`config.mk`:
```
export PLATFORM = sky130hd
export DESIGN_NAME = vga_tile_renderer
export DESIGN_NICKNAME = d
export VERILOG_FILES = /design/src/rtl/vga_tile_renderer_pkg.sv /design/src/rtl/vga_tile_ram.sv /design/src/rtl/vga_tile_renderer.sv
export SDC_FILE = /design/constraint.sdc
export NUM_CORES = 1
export LEC_CHECK = 0
export BUFFER_PORTS_ARGS = -buffer_cell sky130_fd_sc_hd__buf_4
export CAP_MARGIN = 20
export CORE_MARGIN = 2
export CORE_UTILIZATION = 40
export CTS_BUF_LIST = sky130_fd_sc_hd__clkbuf_16
export DETAILED_ROUTE_END_ITERATION = 16
export GPL_ROUTABILITY_DRIVEN = 0
export GPL_TIMING_DRIVEN = 1
export PLACE_DENSITY_LB_ADDON = 0.2
export SLEW_MARGIN = 15
export SYNTH_ARGS = -nofsm -noshare
export SYNTH_HDL_FRONTEND = slang
export SYNTH_SLANG_ARGS = --single-unit
```
`constraint.sdc`:
```
create_clock -name clk -period 2 [get_ports clk]
set_input_delay 0.1 -clock clk [delete_from_list [all_inputs] [get_ports clk]]
set_output_delay 0.1 -clock clk [all_outputs]
set_load 0.05 [all_outputs]
```
`src/rtl/vga_tile_renderer_pkg.sv`:
```
// Shared colour constants, default board geometry and pipeline types for the tile renderer.
package vga_tile_renderer_pkg;

  typedef logic [2:0] rgb_t;

  localparam rgb_t BLACK = 3'b000;
  localparam rgb_t BLUE  = 3'b001;
  localparam rgb_t WHITE = 3'b111;

  localparam int unsigned DEF_COLS     = 6;
  localparam int unsigned DEF_ROWS     = 10;
  localparam int unsigned DEF_TILE_LG2 = 5;
  localparam int unsigned DEF_H_ORIGIN = 200;
  localparam int unsigned DEF_V_ORIGIN = 80;
  localparam int unsigned DEF_H_TOTAL  = 800;

  // Per-pixel decisions made in stage0 and carried alongside the tile RAM read.
  typedef struct packed {
    logic in_board;
    logic cursor;
    logic grid;
  } pix_attr_t;

endpackage

```
`src/rtl/vga_tile_ram.sv`:
```
// Tile colour store: synchronous write, registered read returning old data on a same-address write.
module vga_tile_ram #(
  parameter int unsigned DEPTH  = 60,
  parameter int unsigned ADDR_W = 6,
  parameter int unsigned DATA_W = 3
) (
  input  logic              clk,
  input  logic              wr_en,
  input  logic [ADDR_W-1:0] wr_addr,
  input  logic [DATA_W-1:0] wr_data,
  input  logic [ADDR_W-1:0] rd_addr,
  output logic [DATA_W-1:0] rd_data
);

  logic [DATA_W-1:0] mem [DEPTH];

  always_ff @(posedge clk) begin
    if (wr_en) begin
      mem[wr_addr] <= wr_data;
    end
    rd_data <= mem[rd_addr];
  end

endmodule

```
`src/rtl/vga_tile_renderer.sv`:
```
// Tile board / grid / cursor pixel source with 2-cycle lookahead aligned to the VGA counters.
// Define CURSOR_BLINK_EN to blink the cursor box every BLINK_FRAMES frames.
module vga_tile_renderer
  import vga_tile_renderer_pkg::*;
#(
  parameter int unsigned COLS     = DEF_COLS,
  parameter int unsigned ROWS     = DEF_ROWS,
  parameter int unsigned TILE_LG2 = DEF_TILE_LG2,
  parameter int unsigned H_ORIGIN = DEF_H_ORIGIN,
  parameter int unsigned V_ORIGIN = DEF_V_ORIGIN,
  parameter int unsigned H_TOTAL  = DEF_H_TOTAL
`ifdef CURSOR_BLINK_EN
  ,
  parameter int unsigned BLINK_FRAMES = 15
`endif
) (
  input  logic       clk,
  input  logic       rst,
  input  logic [9:0] hcnt,
  input  logic [9:0] vcnt,
  input  logic [3:0] xk,
  input  logic [3:0] yk,
  input  logic       wr_en,
  input  logic [3:0] wr_x,
  input  logic [3:0] wr_y,
  input  logic [2:0] wr_color,
  output logic [2:0] rgb,
  output logic       frame_start
);

  localparam int unsigned Tiles = COLS * ROWS;
  localparam int unsigned AddrW = $clog2(Tiles);
  localparam int unsigned Tile  = 1 << TILE_LG2;

  localparam logic [10:0] XLo  = 11'(H_ORIGIN);
  localparam logic [10:0] XHi  = 11'(H_ORIGIN + (COLS << TILE_LG2));
  localparam logic [10:0] XEnd = 11'(H_TOTAL);
  localparam logic [9:0]  YLo  = 10'(V_ORIGIN);
  localparam logic [9:0]  YHi  = 10'(V_ORIGIN + (ROWS << TILE_LG2));

  localparam logic [TILE_LG2-1:0] EdgeLo = TILE_LG2'(1);
  localparam logic [TILE_LG2-1:0] EdgeHi = TILE_LG2'(Tile - 2);

  logic [10:0]         px;
  logic [10:0]         rel_x;
  logic [9:0]          rel_y;
  logic [3:0]          tx;
  logic [3:0]          ty;
  logic [TILE_LG2-1:0] ox;
  logic [TILE_LG2-1:0] oy;
  logic                in_board;
  logic [AddrW-1:0]    rd_addr;
  logic [AddrW-1:0]    wr_addr;
  logic                wr_ok;
  logic                cursor_phase;
  logic [3:0]          cur_x_q;
  logic [3:0]          cur_y_q;
  pix_attr_t           attr_d;
  pix_attr_t           attr_q;
  rgb_t                tile_color;
  rgb_t                rgb_d;
  rgb_t                rgb_q;

  function automatic logic near_edge(input logic [TILE_LG2-1:0] o);
    return (o <= EdgeLo) || (o >= EdgeHi);
  endfunction

  assign frame_start = (hcnt == '0) && (vcnt == '0) && !rst;

  // Stage0: look two pixels ahead and classify the pixel.
  always_comb begin
    px       = {1'b0, hcnt} + 11'd2;
    rel_x    = px - XLo;
    rel_y    = vcnt - YLo;
    in_board = (px >= XLo) && (px < XHi) && (px < XEnd) && (vcnt >= YLo) && (vcnt < YHi);
    tx       = 4'(rel_x >> TILE_LG2);
    ty       = 4'(rel_y >> TILE_LG2);
    ox       = rel_x[TILE_LG2-1:0];
    oy       = rel_y[TILE_LG2-1:0];

    attr_d.in_board = in_board;
    attr_d.grid     = (ox == '0) || (oy == '0);
    attr_d.cursor   = cursor_phase && (tx == cur_x_q) && (ty == cur_y_q) &&
                      (near_edge(ox) || near_edge(oy));
    rd_addr         = in_board ? (AddrW'(ty) * AddrW'(COLS) + AddrW'(tx)) : '0;
  end

  always_comb begin
    wr_ok   = wr_en && ({1'b0, wr_x} < 5'(COLS)) && ({1'b0, wr_y} < 5'(ROWS));
    wr_addr = AddrW'(wr_y) * AddrW'(COLS) + AddrW'(wr_x);
  end

  vga_tile_ram #(
    .DEPTH  (Tiles),
    .ADDR_W (AddrW),
    .DATA_W (3)
  ) u_ram (
    .clk     (clk),
    .wr_en   (wr_ok),
    .wr_addr (wr_addr),
    .wr_data (wr_color),
    .rd_addr (rd_addr),
    .rd_data (tile_color)
  );

  // Cursor only moves at frame start so the box never tears mid-frame.
  always_ff @(posedge clk or posedge rst) begin
    if (rst) begin
      cur_x_q <= '0;
      cur_y_q <= '0;
    end else if (frame_start) begin
      cur_x_q <= xk;
      cur_y_q <= yk;
    end
  end

`ifdef CURSOR_BLINK_EN
  localparam int unsigned BlinkW = (BLINK_FRAMES > 1) ? $clog2(BLINK_FRAMES) : 1;

  logic [BlinkW-1:0] blink_cnt_q;
  logic              phase_q;

  always_ff @(posedge clk or posedge rst) begin
    if (rst) begin
      blink_cnt_q <= '0;
      phase_q     <= 1'b1;
    end else if (frame_start) begin
      if (blink_cnt_q == BlinkW'(BLINK_FRAMES - 1)) begin
        blink_cnt_q <= '0;
        phase_q     <= ~phase_q;
      end else begin
        blink_cnt_q <= blink_cnt_q + 1'b1;
      end
    end
  end

  assign cursor_phase = phase_q;
`else
  assign cursor_phase = 1'b1;
`endif

  // Stage2: priority colour mux.
  always_comb begin
    rgb_d = BLACK;
    if (attr_q.in_board) begin
      if (attr_q.cursor) begin
        rgb_d = WHITE;
      end else if (attr_q.grid) begin
        rgb_d = BLUE;
      end else begin
        rgb_d = tile_color;
      end
    end
  end

  always_ff @(posedge clk or posedge rst) begin
    if (rst) begin
      attr_q <= '0;
      rgb_q  <= BLACK;
    end else begin
      attr_q <= attr_d;
      rgb_q  <= rgb_d;
    end
  end

  assign rgb = rgb_q;

endmodule

```
==> results.py, run 1 <==
metrics = {
    "worst_setup_path": {
        "crit_path_start": "hcnt[1]",
        "slowest_delay_ns": 0.62,
        "worstPathCellList": "buf_8 -> ha_4 -> xor2_4 -> inv_2 -> ha_4 -> a21boi_4 -> a21oi_2 -> xor2_2 -> fa_2 -> buf_6 -> mux4_2 -> or4_1 -> o211ai_1 -> nor2_1 -> o211a_1",
        "r2r-start": "u_ram.mem[54][0]$_DFFE_PP_",
        "crit_buf_inv": 3,
        "path_class": "input port to flip-flop",
        "cp_slowest_cell": "fa_2",
        "crit_path_start_kind": "input port",
        "cp_common_cell": "ha_4",
        "critPathTopFamily": "adder cells",
        "end_kind": "flip-flop",
        "arrival_ns": 3.23,
        "critPathRequiredTime_ns": 2.34,
        "crit_path_max_fanout": 6,
    },
    "detailed_routing": {
        "firstDrtPassIters": 5,
        "routed_via_density": 5.37,
        "first_iter_violations": 577,
        "vias": 6881,
        "drc": 0,
        "ant_nets": 0,
        "routed_wl_mm": 25.7,
        "wl_per_cell_um": 20.1,
    },
    "power_and_ir_drop": {
        "pwr-share-seq": 0.388,
        "power_density_mw_per_mm2": 880,
        "irDropWorstVdd_uv": 832,
        "leakagePower_nw": 4.76,
        "internal_power_mw": 7.84,
        "comb_power_share": 0.296,
        "switchingPower_mw": 3.89,
        "finalPower_mw": 11.7,
        "clkPwrFrac": 0.317,
        "swShare": 0.332,
    },
    "clocking": {
        "cts_buffers": 17,
        "clk_latency_ns": 0.45,
        "cts_max_path_buffers": 2,
        "cts_tree": "built",
        "htreeDepth": 4,
        "clkTransAtPathRegs_ns": 0.08,
        "clock-root-buffer": "clkbuf_16",
        "cts.sinks": 197,
    },
    "placement": {
        "port_buffers": 45,
        "place_hpwl_mm": 18.3,
        "numPlacedInstances": 1214,
        "place_ws_ns": -1.37,
    },
    "global_route": {
        "grt_pass1_vias": 7044,
        "grt_max_degree": 61,
        "grt_antenna_before_repair": 0,
        "globalRouteOverflowTotal": 0,
        "grt_pass1_wl_mm": 39.4,
        "grt_usage": 0.213,
    },
    "min_path": {
        "holdCritPathClass": "input port to flip-flop",
        "hold_start": "hcnt[0]",
    },
    "floorplanning": {
        "die_w_um": 158,
        "core_mm2": 0.0234,
        "ios": 46,
        "fp-row-count": 56,
        "die_y_um": 158,
        "initial_core_util": 0.406,
        "die_area_mm2": 0.0250,
    },
    "timing": {
        "fin_hold_ws_ns": 0.0127,
        "slew_viol_final": 0,
        "setup_slack_ns": -0.890,
        "hold_viol_final": 0,
        "fmax_mhz": 346,
        "setup_tns_ns": -29.51,
        "max-slew-margin-rel": 0.561,
        "min_period_ns": 2.89,
        "rsz0062_at_grt": "yes",
        "tightest_slew_ns": 0.659,
        "finalCritPeriodShare": 1.44,
        "setup_viol": 184,
        "skew_ns": 0.0113,
    },
    "layout": {
        "drive_gt1_frac": 0.439,
        "areaGrowthSynthToFinish_pct": 40.3,
        "n_fill_cell": 1899,
        "regArea_mm2": 0.00582,
        "diodes": 0,
        "final_cells": 1282,
        "nets": 1017,
        "multiInputGateArea_mm2": 0.00434,
    },
    "flow_run": {
        "maxCapViolCount": 0,
    },
    "synthesis": {
        "synthesis.nets": 794,
        "syn_area_per_cell_um2": 13.1,
        "yosysWarningCount": 0,
        "syn_area_mm2": 0.00951,
        "synth-async-reset-ratio": 0.0711,
        "ys.flop_type": "edfxtp_1",
        "synth_top_area_cell": "edfxtp_1",
        "ys_seq_area_frac": 0.612,
        "synth-edff-count": 180,
        "synth_top_area_share": 0.569,
        "synthTopCellsByArea": "edfxtp_1 (57%), dfrtp_1 (3.7%), nor2_1 (3.6%)",
        "ys_ff_latch": 197,
        "ys_types": 85,
        "synthCells": 727,
    },
    "outcome": {
        "failed_checks": "setup timing",
        "status": "complete, but fails checks",
    },
}
[synthesized netlist by cell type (7+ instances only)]
master / n
xor2_1: 16
buf_6: 7
a21oi_1: 25
ha_1: 21
inv_1: 22
nand3_1: 14
o21ai_0: 20
nand4_1: 8
edfxtp_1: 180
mux2_2: 15
a31oi_1: 7
xnor2_1: 14
dfrtp_1: 14
nor2b_1: 8
mux2i_1: 17
nand2_1: 89
mux4_2: 7
nor2_1: 92
nor3_1: 12
clkbuf_1: 9
o211ai_1: 8
[per-layer routing]
metal	track usage	vias to the layer above	part of all wire
met5	0	-	0
met2	0.362	250	0.49
met1	0.279	3412	0.43
met3	0.0391	29	0.060
met4	0.0592	0	0.017
li1	-	3190	-
[worst min-delay path: stages]
cell and delay [ns]:
buf_4 0.09, buf_4 0.11, o31ai_1 0.10
[worst paths after layout]
path	end	slack [ns]	cells after the start
max in group asynchronous	rgb[0]$_DFF_PP0_	1.40	3
hold reg to reg	rgb[1]$_DFF_PP0_	0.53	1
min in group asynchronous	cur_y_q[1]$_DFFE_PP0P_	0.26	3
setup / recovery	u_ram.rd_data[0]$_DFF_P_	-0.89	15
setup reg to reg	u_ram.rd_data[0]$_DFF_P_	0.09	5
hold / removal	attr_q[0]$_DFF_PP0_	0.01	3
[placed cells by master, fill, tap and decap left out, drive strengths merged, types with 5 or more instances in the layout]
cell           n
nand3         17
mux2          18
a22oi          5
nand4          8
o21ai         22
nor3          12
dlygate4sd3    9
nor4           6
mux2i         17
nor2          93
edfxtp       180
a21oi         25
mux4          12
buf          222
a221oi         6
inv           34
nor2b          8
xor2          17
a31oi          8
xnor2         16
nand2         90
dfrtp         14
clkbuf        17
ha            21
o211ai         8
[cell families after synthesis]
logic type      count (synthesis)  synth area share
flops                         197             0.612
fa+ha+maj                      25            0.0361
mux                            47            0.0704
compound gates                121            0.0936
buf+inv                        50            0.0313
simple gates                  254             0.123
xor+xnor                       33            0.0340
[area by class of cell]
class | count | area share
inverter | 23 | 0.00722
tap | 319 | 0.0299
timing repair buffer | 231 | 0.152
clock buffer | 17 | 0.0319
clock inverter | 15 | 0.0176
multi-input combinational | 480 | 0.325
sequential | 197 | 0.436
[flip-flops by register name, indices dropped and copies added (netlist names)]
signal and cells:
u_ram.mem 180, cur_x_q 4, cur_y_q 4, attr_q 3
rgb 3, u_ram.rd_data 3
[repair_timing]
item | 4_1_cts | 5_1_grt
buffers inserted | 8 | 20
setup endpoints to repair | 184 | 184
hold endpoints to repair | 22 | 0
pin swaps | 20 | 29
hold buffers | 9 | 0
resized for setup | 37 | 45
[power by group through the flow]
stage	Sequential [mW]	Clock [mW]	Combinational [mW]
2_1_floorplan	4.64	0	1.63
3_3_place_gp	4.64	0	2.96
3_5_place_dp	4.64	0	2.98
4_1_cts	4.55	3.75	3.24
5_1_grt	4.55	3.89	3.67
6_report	4.55	3.72	3.47
[per-stage QoR]
| step | util | instance area, um2 |
|---|---|---|
| after floorplan | - | 10200 |
| after global placement | 0.513 | 12000 |
| after detailed placement | 0.513 | 12000 |
| after CTS | 0.556 | 13000 |
| after global routing | 0.570 | 13300 |
| final | 0.570 | 13300 |
No activity file was read; power rests on OpenSTA's default activity.
==> inputs of run 2 (changes only) <==
Settings changed: TNS_END_PERCENT set to 5.
==> results.py, run 2 (synthesized netlist as in run 1, its figures left out) <==
metrics = {
    "timing": {
        "skew_ns": 0.0167,
        "fin_hold_ws_ns": 0.0604,
        "rsz0062_at_grt": "yes",
        "hold_viol_final": 0,
        "finalCritPeriodShare": 1.41,
        "max-slew-margin-rel": 0.564,
        "slew_viol_final": 0,
        "fmax_mhz": 353,
        "setup_slack_ns": -0.830,
        "setup_viol": 184,
        "min_period_ns": 2.83,
        "tightest_slew_ns": 0.654,
        "setup_tns_ns": -22.48,
    },
    "floorplanning": {
        "die_w_um": 158,
        "die_y_um": 158,
        "die_area_mm2": 0.0250,
        "core_mm2": 0.0234,
        "fp-row-count": 56,
        "ios": 46,
        "initial_core_util": 0.406,
    },
    "power_and_ir_drop": {
        "switchingPower_mw": 3.64,
        "irDropWorstVdd_uv": 454,
        "pwr-share-seq": 0.405,
        "swShare": 0.324,
        "power_density_mw_per_mm2": 883,
        "leakagePower_nw": 4.54,
        "comb_power_share": 0.284,
        "clkPwrFrac": 0.311,
        "internal_power_mw": 7.60,
        "finalPower_mw": 11.2,
    },
    "placement": {
        "port_buffers": 45,
        "place_hpwl_mm": 17.9,
    },
    "detailed_routing": {
        "routed_via_density": 5.45,
        "wl_per_cell_um": 20.5,
        "ant_nets": 0,
        "wl_met3_mm": 1.70,
        "met2WireLength_mm": 13.0,
        "top_layer": "met4",
        "firstDrtPassIters": 7,
        "routed_wl_mm": 25.6,
        "drc": 0,
        "vias": 6824,
        "met1Wirelength_mm": 10.2,
        "first_iter_violations": 623,
    },
    "global_route": {
        "grt_pass1_wl_mm": 39.5,
        "grt_antenna_before_repair": 0,
        "globalRouteOverflowTotal": 0,
        "grt_pass1_vias": 7082,
        "grt_max_degree": 61,
        "grt_usage": 0.212,
    },
    "outcome": {
        "failed_checks": "setup timing",
        "status": "complete, but fails checks",
    },
    "clocking": {
        "cts_buffers": 17,
        "clk_latency_ns": 0.45,
        "cts.sinks": 197,
        "clkTransAtPathRegs_ns": 0.08,
        "cts_max_path_buffers": 2,
        "htreeDepth": 4,
        "clock-root-buffer": "clkbuf_16",
        "cts_tree": "built",
    },
    "layout": {
        "largest_reg_flops": 180,
        "diodes": 0,
        "areaGrowthSynthToFinish_pct": 33.9,
        "layout_commonest_cell": "edfxtp_1",
        "reg.largest.list": "u_ram.mem x180, cur_x_q x4, cur_y_q x4",
        "nets": 987,
        "drive_gt1_frac": 0.417,
        "final_cell_mix": "edfxtp_1 (180), buf_4 (174), nand2_1 (81)",
        "regMostFlops": "u_ram.mem",
    },
    "worst_setup_path": {
        "crit_path_start": "hcnt[1]",
        "crit_path_start_kind": "input port",
        "path_class": "input port to flip-flop",
        "r2r-start": "u_ram.mem[54][0]$_DFFE_PP_",
        "r2r_slack_ns": 0.17,
        "critPathRequiredTime_ns": 2.35,
        "end_kind": "flip-flop",
        "crit_path_max_fanout": 10,
        "rr_worst_depth": 5,
        "reg2reg_to": "u_ram.rd_data[0]$_DFF_P_",
        "arrival_ns": 3.18,
    },
    "min_path": {
        "holdCritPathClass": "input port to flip-flop",
        "hold_start": "vcnt[4]",
        "whs_path_depth": 4,
        "holdPathEnd": "attr_q[0]$_DFF_PP0_",
    },
    "flow_run": {
        "maxCapViolCount": 0,
    },
}
[run 2: cell count changes in the layout (fill, tap and decap cells not counted), moves of 3 or more]
cell,change
buf_12,-6
buf_4,-13
buf_6,-12
inv_16,-3
nand2_4,+3
nand2_8,-6
nor2_2,+26
nor2_4,-24
[run 2: per-stage QoR]
step / instances / worst slack (ns) / util / instance area, um2
2_1_floorplan: 727 / -1.07 / - / 9650
6_report: 1252 / -0.830 / 0.544 / 12700
3_5_place_dp: 1200 / -1.45 / 0.482 / 11300
4_1_cts: 1248 / -0.785 / 0.531 / 12400
5_1_grt: 1252 / -0.940 / 0.544 / 12700
3_3_place_gp: 1200 / -1.40 / 0.482 / 11300
[run 2: timing repair]
item	in CTS	in global routing
endpoints found under the setup margin	184	184
hold buffers	9	1
buffers inserted	7	2
cloned	0	1
pin swaps	11	13
gates resized for setup	92	68
hold endpoints to repair	22	1
[run 2: power by group through the flow]
stage                     clock, mW  sequential (mW)  combinational (mW)
after floorplan                   0             4.64                1.37
after global placement            0             4.64                2.52
after detailed placement          0             4.64                2.54
after CTS                      3.54             4.55                2.86
after global routing           3.68             4.55                3.37
final                          3.50             4.55                3.19
[run 2: how the worst max path moves through the flow]
stage                               endpoint  cells past startpoint
floorplan           u_ram.rd_data[2]$_DFF_P_                     16
global placement    u_ram.rd_data[1]$_DFF_P_                     18
detailed placement  u_ram.rd_data[2]$_DFF_P_                     19
CTS                 u_ram.rd_data[1]$_DFF_P_                     18
global route        u_ram.rd_data[0]$_DFF_P_                     15
finish              u_ram.rd_data[2]$_DFF_P_                     15
[run 2: cell type report]
| type | count | area [um2] |
|---|---|---|
| clock buffer | 17 | 425 |
| clock inverter | 15 | 194 |
| fill | 1971 | 10700 |
| inverter | 23 | 91.3 |
| multi-input combinational | 480 | 4090 |
| sequential | 197 | 5820 |
| tap | 319 | 399 |
| timing repair buffer | 201 | 1710 |
[run 2: critical path, cell delays in order]
cell and delay (ns):
buf_8 0.09, ha_4 0.21, xor2_4 0.17, inv_2 0.07, ha_4 0.16, a21boi_4 0.13, a21oi_2 0.15, xor2_2 0.21
fa_2 0.52, buf_12 0.18, nor2b_2 0.17, and3_2 0.30, and3_1 0.18, a211o_1 0.29, a311oi_2 0.24
[run 2: metal layers]
metal / vias up / global-route usage
met3: 48 / 0.0433
li1: 3135 / -
met4: 0 / 0.0807
met1: 3373 / 0.265
met5: - / 0
met2: 268 / 0.363
